## src/rtl/dcache.sv

```systemverilog
// dcache: direct-mapped, write-back data cache, 8 lines x 4 bytes.
//
// Sits between the CPU byte-wide data port and a block-wide data memory.
// Hits are served combinationally with no stall. A miss stalls the CPU via
// BUSYWAIT. A dirty victim is written back first, then the line is refilled
// from memory and the access completes on the following IDLE cycle.
//
// Ports
//   CLK            system clock, all state changes on posedge
//   RESET          asynchronous active-low reset
//   READ/WRITE     CPU load/store request, held until BUSYWAIT is low
//   ADDRESS        CPU byte address: tag[7:5] index[4:2] offset[1:0]
//   WRITEDATA      CPU store byte
//   READDATA       load byte, valid when READ=1 and BUSYWAIT=0
//   BUSYWAIT       stall to the CPU
//   MEM_READ       block fetch request (registered)
//   MEM_WRITE      block write-back request (registered)
//   MEM_ADDRESS    block address {tag,index} (registered)
//   MEM_WRITEDATA  victim block, byte0 in [7:0] (registered)
//   MEM_READDATA   fetched block, byte0 in [7:0]
//   MEM_BUSYWAIT   memory busy
module dcache (
  input  logic        CLK,
  input  logic        RESET,
  input  logic        READ,
  input  logic        WRITE,
  input  logic [7:0]  ADDRESS,
  input  logic [7:0]  WRITEDATA,
  output logic [7:0]  READDATA,
  output logic        BUSYWAIT,
  output logic        MEM_READ,
  output logic        MEM_WRITE,
  output logic [5:0]  MEM_ADDRESS,
  output logic [31:0] MEM_WRITEDATA,
  input  logic [31:0] MEM_READDATA,
  input  logic        MEM_BUSYWAIT
);

  typedef enum logic [1:0] {
    IDLE      = 2'd0,
    WRITEBACK = 2'd1,
    FETCH     = 2'd2,
    UPDATE    = 2'd3
  } state_t;

  state_t      state_r;
  state_t      state_next_s;

  logic [7:0]  valid_r;
  logic [7:0]  dirty_r;
  logic [2:0]  tag_r  [8];
  logic [31:0] data_r [8];
  logic [31:0] fill_r;

  logic        mem_read_r;
  logic        mem_write_r;
  logic [5:0]  mem_address_r;
  logic [31:0] mem_writedata_r;

  logic        mem_read_next_s;
  logic        mem_write_next_s;
  logic [5:0]  mem_address_next_s;
  logic [31:0] mem_writedata_next_s;

  logic [2:0]  addr_tag_s;
  logic [2:0]  index_s;
  logic [1:0]  offset_s;
  logic        request_s;
  logic        hit_s;
  logic        busy_s;

  // Pick one byte out of a block.
  function automatic logic [7:0] byte_sel(input logic [31:0] blk, input logic [1:0] off);
    case (off)
      2'd0:    byte_sel = blk[7:0];
      2'd1:    byte_sel = blk[15:8];
      2'd2:    byte_sel = blk[23:16];
      2'd3:    byte_sel = blk[31:24];
      default: byte_sel = 8'h00;
    endcase
  endfunction

  // Replace one byte of a block, leaving the other three intact.
  function automatic logic [31:0] byte_merge(input logic [31:0] blk, input logic [1:0] off,
                                             input logic [7:0] b);
    byte_merge = blk;
    case (off)
      2'd0:    byte_merge[7:0]   = b;
      2'd1:    byte_merge[15:8]  = b;
      2'd2:    byte_merge[23:16] = b;
      2'd3:    byte_merge[31:24] = b;
      default: byte_merge = blk;
    endcase
  endfunction

  assign addr_tag_s = ADDRESS[7:5];
  assign index_s    = ADDRESS[4:2];
  assign offset_s   = ADDRESS[1:0];
  assign request_s  = READ | WRITE;
  assign hit_s      = valid_r[index_s] && (tag_r[index_s] == addr_tag_s);

  // Reset is gated in so the CPU sees no stall and no data while reset is held.
  assign BUSYWAIT = RESET & busy_s;
  assign READDATA = (RESET && (state_r == IDLE) && READ && hit_s) ?
                    byte_sel(data_r[index_s], offset_s) : 8'h00;

  assign MEM_READ      = mem_read_r;
  assign MEM_WRITE     = mem_write_r;
  assign MEM_ADDRESS   = mem_address_r;
  assign MEM_WRITEDATA = mem_writedata_r;

  // Next-state, CPU stall and next memory-port values.
  always_comb begin
    state_next_s         = state_r;
    busy_s               = 1'b1;
    mem_read_next_s      = 1'b0;
    mem_write_next_s     = 1'b0;
    mem_address_next_s   = 6'd0;
    mem_writedata_next_s = 32'd0;

    case (state_r)
      IDLE: begin
        busy_s = request_s & ~hit_s;
        if (request_s && !hit_s) begin
          if (valid_r[index_s] && dirty_r[index_s]) begin
            state_next_s = WRITEBACK;
          end else begin
            state_next_s = FETCH;
          end
        end else begin
          state_next_s = IDLE;
        end
      end
      WRITEBACK: begin
        if (!MEM_BUSYWAIT) begin
          state_next_s = FETCH;
        end else begin
          state_next_s = WRITEBACK;
        end
      end
      FETCH: begin
        if (!MEM_BUSYWAIT) begin
          state_next_s = UPDATE;
        end else begin
          state_next_s = FETCH;
        end
      end
      UPDATE: begin
        state_next_s = IDLE;
      end
      default: begin
        state_next_s = IDLE;
      end
    endcase

    // Memory-port values follow the state being entered, so they are
    // registered alongside the state and stay constant for the whole request
    // (tag and data of the victim cannot change while it is written back).
    case (state_next_s)
      WRITEBACK: begin
        mem_write_next_s     = 1'b1;
        mem_address_next_s   = {tag_r[index_s], index_s};
        mem_writedata_next_s = data_r[index_s];
      end
      FETCH: begin
        mem_read_next_s    = 1'b1;
        mem_address_next_s = ADDRESS[7:2];
      end
      default: begin
        mem_read_next_s      = 1'b0;
        mem_write_next_s     = 1'b0;
        mem_address_next_s   = 6'd0;
        mem_writedata_next_s = 32'd0;
      end
    endcase
  end

  // State register and registered memory-port outputs.
  always_ff @(posedge CLK or negedge RESET) begin
    if (!RESET) begin
      state_r         <= IDLE;
      mem_read_r      <= 1'b0;
      mem_write_r     <= 1'b0;
      mem_address_r   <= 6'd0;
      mem_writedata_r <= 32'd0;
    end else begin
      state_r         <= state_next_s;
      mem_read_r      <= mem_read_next_s;
      mem_write_r     <= mem_write_next_s;
      mem_address_r   <= mem_address_next_s;
      mem_writedata_r <= mem_writedata_next_s;
    end
  end

  // Capture the fetched block on the edge that ends the fetch.
  always_ff @(posedge CLK or negedge RESET) begin
    if (!RESET) begin
      fill_r <= 32'd0;
    end else if ((state_r == FETCH) && !MEM_BUSYWAIT) begin
      fill_r <= MEM_READDATA;
    end
  end

  // Line arrays: refill in UPDATE, byte store on an IDLE write hit.
  always_ff @(posedge CLK or negedge RESET) begin
    if (!RESET) begin
      valid_r <= 8'd0;
      dirty_r <= 8'd0;
      for (int i = 0; i < 8; i++) begin
        tag_r[i]  <= 3'd0;
        data_r[i] <= 32'd0;
      end
    end else if (state_r == UPDATE) begin
      data_r[index_s]  <= fill_r;
      tag_r[index_s]   <= addr_tag_s;
      valid_r[index_s] <= 1'b1;
      dirty_r[index_s] <= 1'b0;
    end else if ((state_r == IDLE) && WRITE && hit_s) begin
      data_r[index_s]  <= byte_merge(data_r[index_s], offset_s, WRITEDATA);
      dirty_r[index_s] <= 1'b1;
    end
  end

endmodule

```

## config.mk

```make
export PLATFORM = sky130hd
export DESIGN_NAME = dcache
export DESIGN_NICKNAME = d
export VERILOG_FILES = /design/src/rtl/dcache.sv
export SDC_FILE = /design/constraint.sdc
export NUM_CORES = 1
export LEC_CHECK = 0
export CORE_MARGIN = 1
export CORE_UTILIZATION = 53
export DETAILED_ROUTE_END_ITERATION = 10
export PLACE_DENSITY = 0.72
export SETUP_SLACK_MARGIN = 0.2
export SYNTH_ARGS = -nofsm -noshare
export SYNTH_HDL_FRONTEND = slang
export SYNTH_SLANG_ARGS = --single-unit
```

## constraint.sdc

```tcl
create_clock -name CLK -period 8.85 [get_ports CLK]
set_input_delay 2.2125 -clock CLK [delete_from_list [all_inputs] [get_ports CLK]]
set_output_delay 2.2125 -clock CLK [all_outputs]
set_load 0.05 [all_outputs]
```

**Word level (Yosys, flattened, before mapping)**

Index checks and enable logic that the tools add are counted.

- Order comparisons: 4
- Eq/ne operators: 9
- Mux-type cells: 47
- Bitwise operators: 9
- Reductions and logical operators: 16

Operators by type and width:

| kind | number |
|---|---|
| 256-bit bitwise mux | 2 |
| 256-bit 2-to-1 mux | 2 |
| 32-bit 2-to-1 mux | 4 |
| 8-bit 2-to-1 mux | 15 |
| 32-bit binary-select mux with 3-bit select | 1 |
| 32-bit demux with 3-bit select | 1 |
| 8-bit one-hot mux with 4 select lines | 1 |
| 24-bit bitwise mux | 1 |
| 8-bit OR | 2 |
| 6-bit one-hot mux with 2 select lines | 1 |
| 1-bit logical AND | 11 |
| 2-bit equality test, second input constant | 5 |
| 3-bit binary-select mux with 3-bit select | 1 |
| 3-bit demux with 3-bit select | 1 |
| 3-bit 2-to-1 mux | 3 |
| 8-bit AND | 1 |
| 8-bit inverter | 1 |
| 2-bit one-hot mux with 4 select lines | 1 |
| 1-bit 2-to-1 mux | 7 |
| 1-bit binary-select mux with 3-bit select | 2 |
| 2-bit by 1-bit equality test with 1-bit output, second input constant | 3 |
| 2-bit 2-to-1 mux | 3 |
| 4-bit >= comparator, second input constant | 1 |
| 2-bit logical NOT | 2 |
| 11 further kinds | 13 |

- Register bits after elaboration: 370
- Output and inout bits: 49
- Word-level logic and storage cells: 109

**Logic depth before layout (Yosys ltp)**

Gate-level depths: netlist of run 1.

- Depth after elaboration: 12
- Depth in mapped cells: 14

**Worst setup path before layout of run 1**

Ideal clock, no wire load.

- Path type: input -> output
- From: input ADDRESS[4]
- To: output READDATA[4]
- Data arrival time: 4.697 ns
- Data required time: 6.638 ns
- Slack: 1.941 ns
- Cell stages on the path: 9
- Buffers on the path: 4
- Path through: buf_6 buf_2 buf_2 nor2_1 clkbuf_1 a22oi_1 o22a_1 mux4_2 nor2_1

- Longest elaborated chain between the ends: 8

Ends and longest elaborated chain:

| element | RTL line | text |
|---|---|---|
| from (decl) | 27 | `input logic [7:0] ADDRESS,` |
| 3-bit inverter with 4-bit output (not written as such) | 100, 105 |  |
| 3-bit binary-select mux with 3-bit select | 100 | `assign hit_s = valid_r[index_s] && (tag_r[index_s] == addr_tag_s);` |
| 3-bit 2-to-1 mux (not written as such) (2 in series) | 100 |  |
| 3-bit equality test | 100 |  |
| 1-bit logical AND | 100 |  |
| 1-bit logical AND | 104 | `assign READDATA = (RESET && (state_r == IDLE) && READ && hit_s) ?` |
| 8-bit 2-to-1 mux * | 104 |  |
| to (decl) | 29 | `output logic [7:0] READDATA,` |

Mark *: on every way between the ends. The rest lies on a longest branch, timed or not. The select of a mux whose other input is x is not followed.

**Final worst setup path of run 1**

- From: input ADDRESS[2]
- To: output READDATA[6]

Same word-level chain as after synthesis.

==> impl_metrics.json, run 1 <==
{
  "cts_setup_buffers": 0,
  "syn2layout_area_growth_pct": 15.9,
  "yosysTopAreaCell": "dfrtp_1",
  "postCtsHoldBufs": 0,
  "wirelength_mm": 46.6,
  "slew_violations": 0,
  "vdd_drop_max_uv": 210,
  "drc": 0,
  "crit_path_end_kind": "output port",
  "fin_crit_sh_pct": 90.2,
  "yosysUniqueCellTypes": 62,
  "vias": 11600,
  "vias_per_cell": 6.40,
  "die_x_um": 182,
  "startpoint": "ADDRESS[2]",
  "ant_nets": 0,
  "synth_area_um2": 17200,
  "min_period_ps": 7980,
  "synth_compound_area_share_pct": 9.00,
  "dieArea_um2": 33100,
  "clockBufferDepth": 3,
  "first_pass_iters": 6,
  "whs_ps": 466,
  "ys_ff_latch": 370,
  "grt_max_degree": 165,
  "yosysSeqAreaShare_pct": 53.9,
  "cellPowerDensity_nw_per_um2": 343,
  "cts_root_buf": "clkbuf_16",
  "synth.area.top_cells": "dfrtp_1, mux2_2, mux4_2, mux2i_1, mux2_4",
  "synth_nets": 1340,
  "fin_skew_ps": 10.6,
  "grt.total_usage_pct": 28.9,
  "io_buffers": 101,
  "chipHeight_um": 182,
  "rsz0062_at_grt": "false",
  "synth-adder-area-share_pct": 0.291,
  "cts.sinks": 370,
  "io_pins": 102,
  "r2r_end": "MEM_WRITEDATA[8]$_DFF_PN0_",
  "ys.flop_type": "dfrtp_1",
  "final-seq-area_um2": 9260,
  "cp.required_ps": 6640,
  "grt_pass1_vias": 11800,
  "synth_edf_count": 0,
  "synth_xor_area_share_pct": 0,
  "tns_ps": 0,
  "crit_arrival_ps": 5770,
  "gr-total-overflow": 0,
  "cp-endpoint": "READDATA[6]",
  "insertion_delay_ps": 540,
  "antenna_found_initial": 0,
  "multiInputGateArea_um2": 7520,
  "synthCells": 1283,
  "syn_avg_cell_area_um2": 13.4,
  "hold_viol": 0,
  "hold_class": "flop to flop",
  "core_um2": 31700,
  "cts_inserted_buffers": 40,
  "synth-simple-area-share_pct": 5.53,
  "dp_hpwl_mm": 29.5,
  "mostFrequentLayoutCell": "dfrtp_1",
  "drt_iter0_markers": 1293,
  "min-delay-start": "valid_r[3]$_DFFE_PN0P_",
  "status": "complete, no violations",
  "max_cap_violations": 0,
  "yosys.area.top_type_share_pct": 53.9,
  "nFillCells": 2410,
  "reg2reg_slack_ps": 5100,
  "worst_pin_slew_ps": 1100,
  "max_freq_mhz": 125,
  "slew_headroom_pct": 26.4,
  "place.gp.congestion": 0.915,
  "synthMuxAreaShare_pct": 28.5,
  "nNetsFinal": 1427,
  "r2r_start": "valid_r[7]$_DFFE_PN0P_",
  "synthArstFlopShare_pct": 100,
  "setup_violations": 0,
  "wire_per_inst_um": 25.8,
  "path_class": "input pin to output port",
  "r2r_cells": 8,
  "drive_gt1_share_pct": 32.5,
  "ctsResizeCount": 0,
  "cts_tree": "built",
  "power_leakage_nw": 8.96,
  "layout_common_cells": "dfrtp_1, mux2_2, clkdlybuf4s50_1",
  "htreeDepth": 2,
  "num_rows": 65,
  "synth_top_family_by_area": "multiplexers",
  "path_clk_slew_ps": 60,
  "grt_pass1_wl_mm": 71.9,
  "synth_warnings": 0,
  "initial_utilization_pct": 54.1,
  "cp_max_fo": 42,
  "critPathLaunchType": "input pin"
}
-- synth_stat cells (11+ instances only) --
library cell	number
nor3_1	11
a21o_1	22
clkbuf_1	32
dfrtp_1	370
nand3_1	18
nand2_1	41
mux2_1	33
a221o_1	17
buf_2	38
o21ai_1	12
mux2_2	266
nand2b_1	11
a21oi_1	42
mux4_2	26
o21ai_0	36
mux2i_1	48
a221oi_1	30
nor2_1	59
mux2_4	30
-- state kept, by name (all words and copies together), names as in the netlist, named ones only --
signal / count
MEM_ADDRESS: 6
MEM_READ: 1
MEM_WRITE: 1
MEM_WRITEDATA: 32
data_r: 256
fill_r: 32
state_r: 2
tag_r: 24
valid_r: 8
-- power breakdown --
part	switching [mW]	internal, mW
clock network	0.682	0.996
registers	0.415	2.45
logic	1.21	1.08
-- how the worst min path moves through the flow --
stage                                  end  slack, ps  cells past startpoint
floorplan           valid_r[4]$_DFFE_PN0P_        430                      1
global placement    valid_r[3]$_DFFE_PN0P_        450                      1
detailed placement  valid_r[2]$_DFFE_PN0P_        460                      1
CTS                 valid_r[3]$_DFFE_PN0P_        470                      1
global route        valid_r[5]$_DFFE_PN0P_        480                      1
finish              valid_r[3]$_DFFE_PN0P_        470                      1
-- kinds of logic after synthesis --
| logic type | count (synthesis) |
|---|---|
| AND/OR/NAND/NOR | 190 |
| adder cells (fa/ha/maj) | 4 |
| flip-flops | 370 |
| multiplexers | 404 |
| buffers and inverters | 95 |
| AO/OA/AOI/OAI | 220 |
-- per-stage QoR --
step | setup WS, ps | cell area [um2] | utilization [%] | power, mW | cells
detailed placement | 946 | 18600 | 58.6 | 5.14 | 1730
CTS | 927 | 19900 | 62.8 | 6.84 | 1803
global route | 716 | 19900 | 62.8 | 7.17 | 1803
global placement | 919 | 18600 | 58.6 | 5.06 | 1730
floorplan | 1940 | 17200 | - | 4.38 | 1283
finish | 869 | 19900 | 62.8 | 6.84 | 1804
-- worst max-delay path, stage by stage --
cell             delay, ps
buf_4                  510
nor2b_1                900
a221o_1                290
a221oi_1               170
mux4_2                 500
nor2_1                 260
clkdlybuf4s50_1        870
-- cell type report --
class | instances | share of cell area (%)
Multi-Input combinational cell | 818 | 37.8
Timing Repair Buffer | 132 | 6.35
Clock inverter | 15 | 0.716
Sequential cell | 370 | 46.5
Antenna cell | 1 | 0.0126
Inverter | 8 | 0.151
Tap cell | 402 | 2.53
Clock buffer | 58 | 5.98
-- routing by layer --
layer / share of wire (%) / track usage [%] / wire length (um) / up-vias
li1: - / - / - / 4945
met1: 43 / 40.8 / 20000 / 5943
met2: 45 / 44.4 / 21100 / 549
met3: 8.7 / 6.22 / 4060 / 113
met4: 3.1 / 9.45 / 1440 / 2
met5: 0.20 / 2.07 / 91 / -
No activity file was read; power rests on OpenSTA's default activity.
==> inputs of run 2 (changes only) <==
--- a/config.mk
+++ b/config.mk
@@ -6,9 +6,9 @@
 export NUM_CORES = 1
 export LEC_CHECK = 0
 export CORE_MARGIN = 1
-export CORE_UTILIZATION = 53
+export CORE_UTILIZATION = 64
 export DETAILED_ROUTE_END_ITERATION = 10
-export PLACE_DENSITY = 0.72
+export PLACE_DENSITY = 0.85
 export SETUP_SLACK_MARGIN = 0.2
 export SYNTH_ARGS = -nofsm -noshare
 export SYNTH_HDL_FRONTEND = slang
==> impl_metrics.json, run 2 (synthesis results as in run 1) <==
{
  "fin_ws_ps": 853,
  "cp_cell_sequence": "buf_4 > nor2b_1 > a221oi_1 > o22ai_1 > inv_1 > mux4_2 > nor2_1 > clkdlybuf4s50_1",
  "cts_tree": "built",
  "place.gp.congestion": 0.881,
  "drc": 8,
  "layout_common_cells": "dfrtp_1, mux2_2, clkdlybuf4s50_1",
  "tns_ps": 0,
  "p_clk_share_pct": 23.6,
  "cts_root_buf": "clkbuf_16",
  "clockBufferDepth": 3,
  "reg2reg_slack_ps": 5060,
  "fin_skew_ps": 24.5,
  "insertion_delay_ps": 540,
  "setup_violations": 0,
  "num_antenna_cells": 0,
  "initial_utilization_pct": 65.5,
  "wirelength_mm": 46.6,
  "netSwitchingFraction_pct": 34.1,
  "pre_cts_ws_ps": 994,
  "max_freq_mhz": 125,
  "critPathLaunchType": "input pin",
  "num_rows": 59,
  "min_period_ps": 8000,
  "ant_nets": 0,
  "power.switching_mw": 2.31,
  "fin_crit_sh_pct": 90.4,
  "dieArea_um2": 27500,
  "path_class": "input pin to output port",
  "htreeDepth": 2,
  "cp.required_ps": 6640,
  "nNetsFinal": 1420,
  "regMostFlops": "data_r",
  "max_cap_violations": 0,
  "antenna_found_initial": 0,
  "grt_max_degree": 181,
  "dp_hpwl_mm": 29.3,
  "path_clk_slew_ps": 60,
  "slew_headroom_pct": 18.5,
  "status": "finished with violations",
  "largest_register_ffs": 256,
  "drt_iter0_markers": 1576,
  "cp_top_family": "buffers and inverters",
  "violations": "DRC",
  "power_leakage_nw": 8.89,
  "rsz0062_at_grt": "false",
  "worst_pin_slew_ps": 1210,
  "hold_class": "flop to flop",
  "vdd_drop_max_uv": 189,
  "postCtsHoldBufs": 0,
  "combPwrFrac_pct": 33.9,
  "crit_arrival_ps": 5780,
  "startpoint": "ADDRESS[2]",
  "grt_pass1_vias": 12500,
  "grt_pass1_wl_mm": 72.5,
  "chipHeight_um": 166,
  "slowest_delay_ps": 850,
  "hold_viol": 0,
  "nFillCells": 1607,
  "syn2layout_area_growth_pct": 14.6,
  "cellPowerDensity_nw_per_um2": 344,
  "cp_max_fo": 46,
  "io_pins": 102,
  "grt.total_usage_pct": 34.6,
  "die_x_um": 166,
  "mostFrequentLayoutCell": "dfrtp_1",
  "slowest_stage": "clkdlybuf4s50_1",
  "min-delay-start": "valid_r[2]$_DFFE_PN0P_",
  "internal-power_mw": 4.47,
  "cts.sinks": 370,
  "vias": 11900,
  "core_um2": 26200,
  "power_frac_seq_pct": 42.6,
  "first_pass_iters": 10,
  "wire_per_inst_um": 27.0,
  "cts_setup_buffers": 0,
  "crit_path_end_kind": "output port",
  "vias_per_cell": 6.91,
  "io_buffers": 101,
  "gr-total-overflow": 0,
  "ctsResizeCount": 0,
  "critPathBufInv": 3,
  "cts_inserted_buffers": 38,
  "r2r_start": "state_r[1]$_DFF_PN0_",
  "slew_violations": 0,
  "drive_gt1_share_pct": 31.7
}
## run 2: final cells by class
type / count / area, um2 / share of cell area, %
Sequential cell: 370 / 9260 / 47.0
Clock inverter: 7 / 60.1 / 0.305
Clock buffer: 62 / 1180 / 6.02
Inverter: 8 / 30.0 / 0.153
Timing Repair Buffer: 127 / 1210 / 6.15
Tap cell: 335 / 419 / 2.13
Multi-Input combinational cell: 818 / 7520 / 38.2
## run 2: routing by layer
layer	part of all wire (%)	track usage, %
met1	39	46.2
met2	46	54.1
met3	11	8.34
met4	4.6	16.0
met5	0	0
## run 2: path summary, 6_finish.rpt
kind | end | cells past startpoint
max in group asynchronous | data_r[229]$_DFFE_PN0P_ | 3
min in group asynchronous | tag_r[0]$_DFFE_PN0P_ | 1
worst max register to register | data_r[162]$_DFFE_PN0P_ | 5
worst min register to register | valid_r[2]$_DFFE_PN0P_ | 1
worst max-delay path | READDATA[3] | 8
worst min-delay path | valid_r[2]$_DFFE_PN0P_ | 1
## run 2: worst reg2reg max path, delay by kind of cell, from the launching register on
kind | cells | cell delay (ps)
DFF | 1 | 510
AOI/OAI and AO/OA | 1 | 280
muxes | 1 | 440
buffers and inverters | 1 | 530
and+or+nand+nor | 2 | 1900
## run 2: stage by stage
stage	area (um2)	utilization, %	cells	hold slack (ps)	power [mW]
2_1_floorplan	17200	-	1283	429	4.38
3_3_place_gp	18400	70.4	1658	445	4.99
3_5_place_dp	18400	70.4	1658	452	5.13
4_1_cts	19700	75.1	1727	470	6.75
5_1_grt	19700	75.1	1727	486	7.07
6_report	19700	75.1	1727	467	6.78
## run 2: power groups by stage
| stage | Combinational [mW] | Sequential, mW | Clock, mW |
|---|---|---|---|
| 6_report | 2.29 | 2.89 | 1.60 |
| 3_3_place_gp | 2.16 | 2.83 | 0 |
| 5_1_grt | 2.44 | 2.96 | 1.68 |
| 4_1_cts | 2.27 | 2.87 | 1.60 |
| 2_1_floorplan | 1.49 | 2.89 | 0 |
| 3_5_place_dp | 2.25 | 2.88 | 0 |
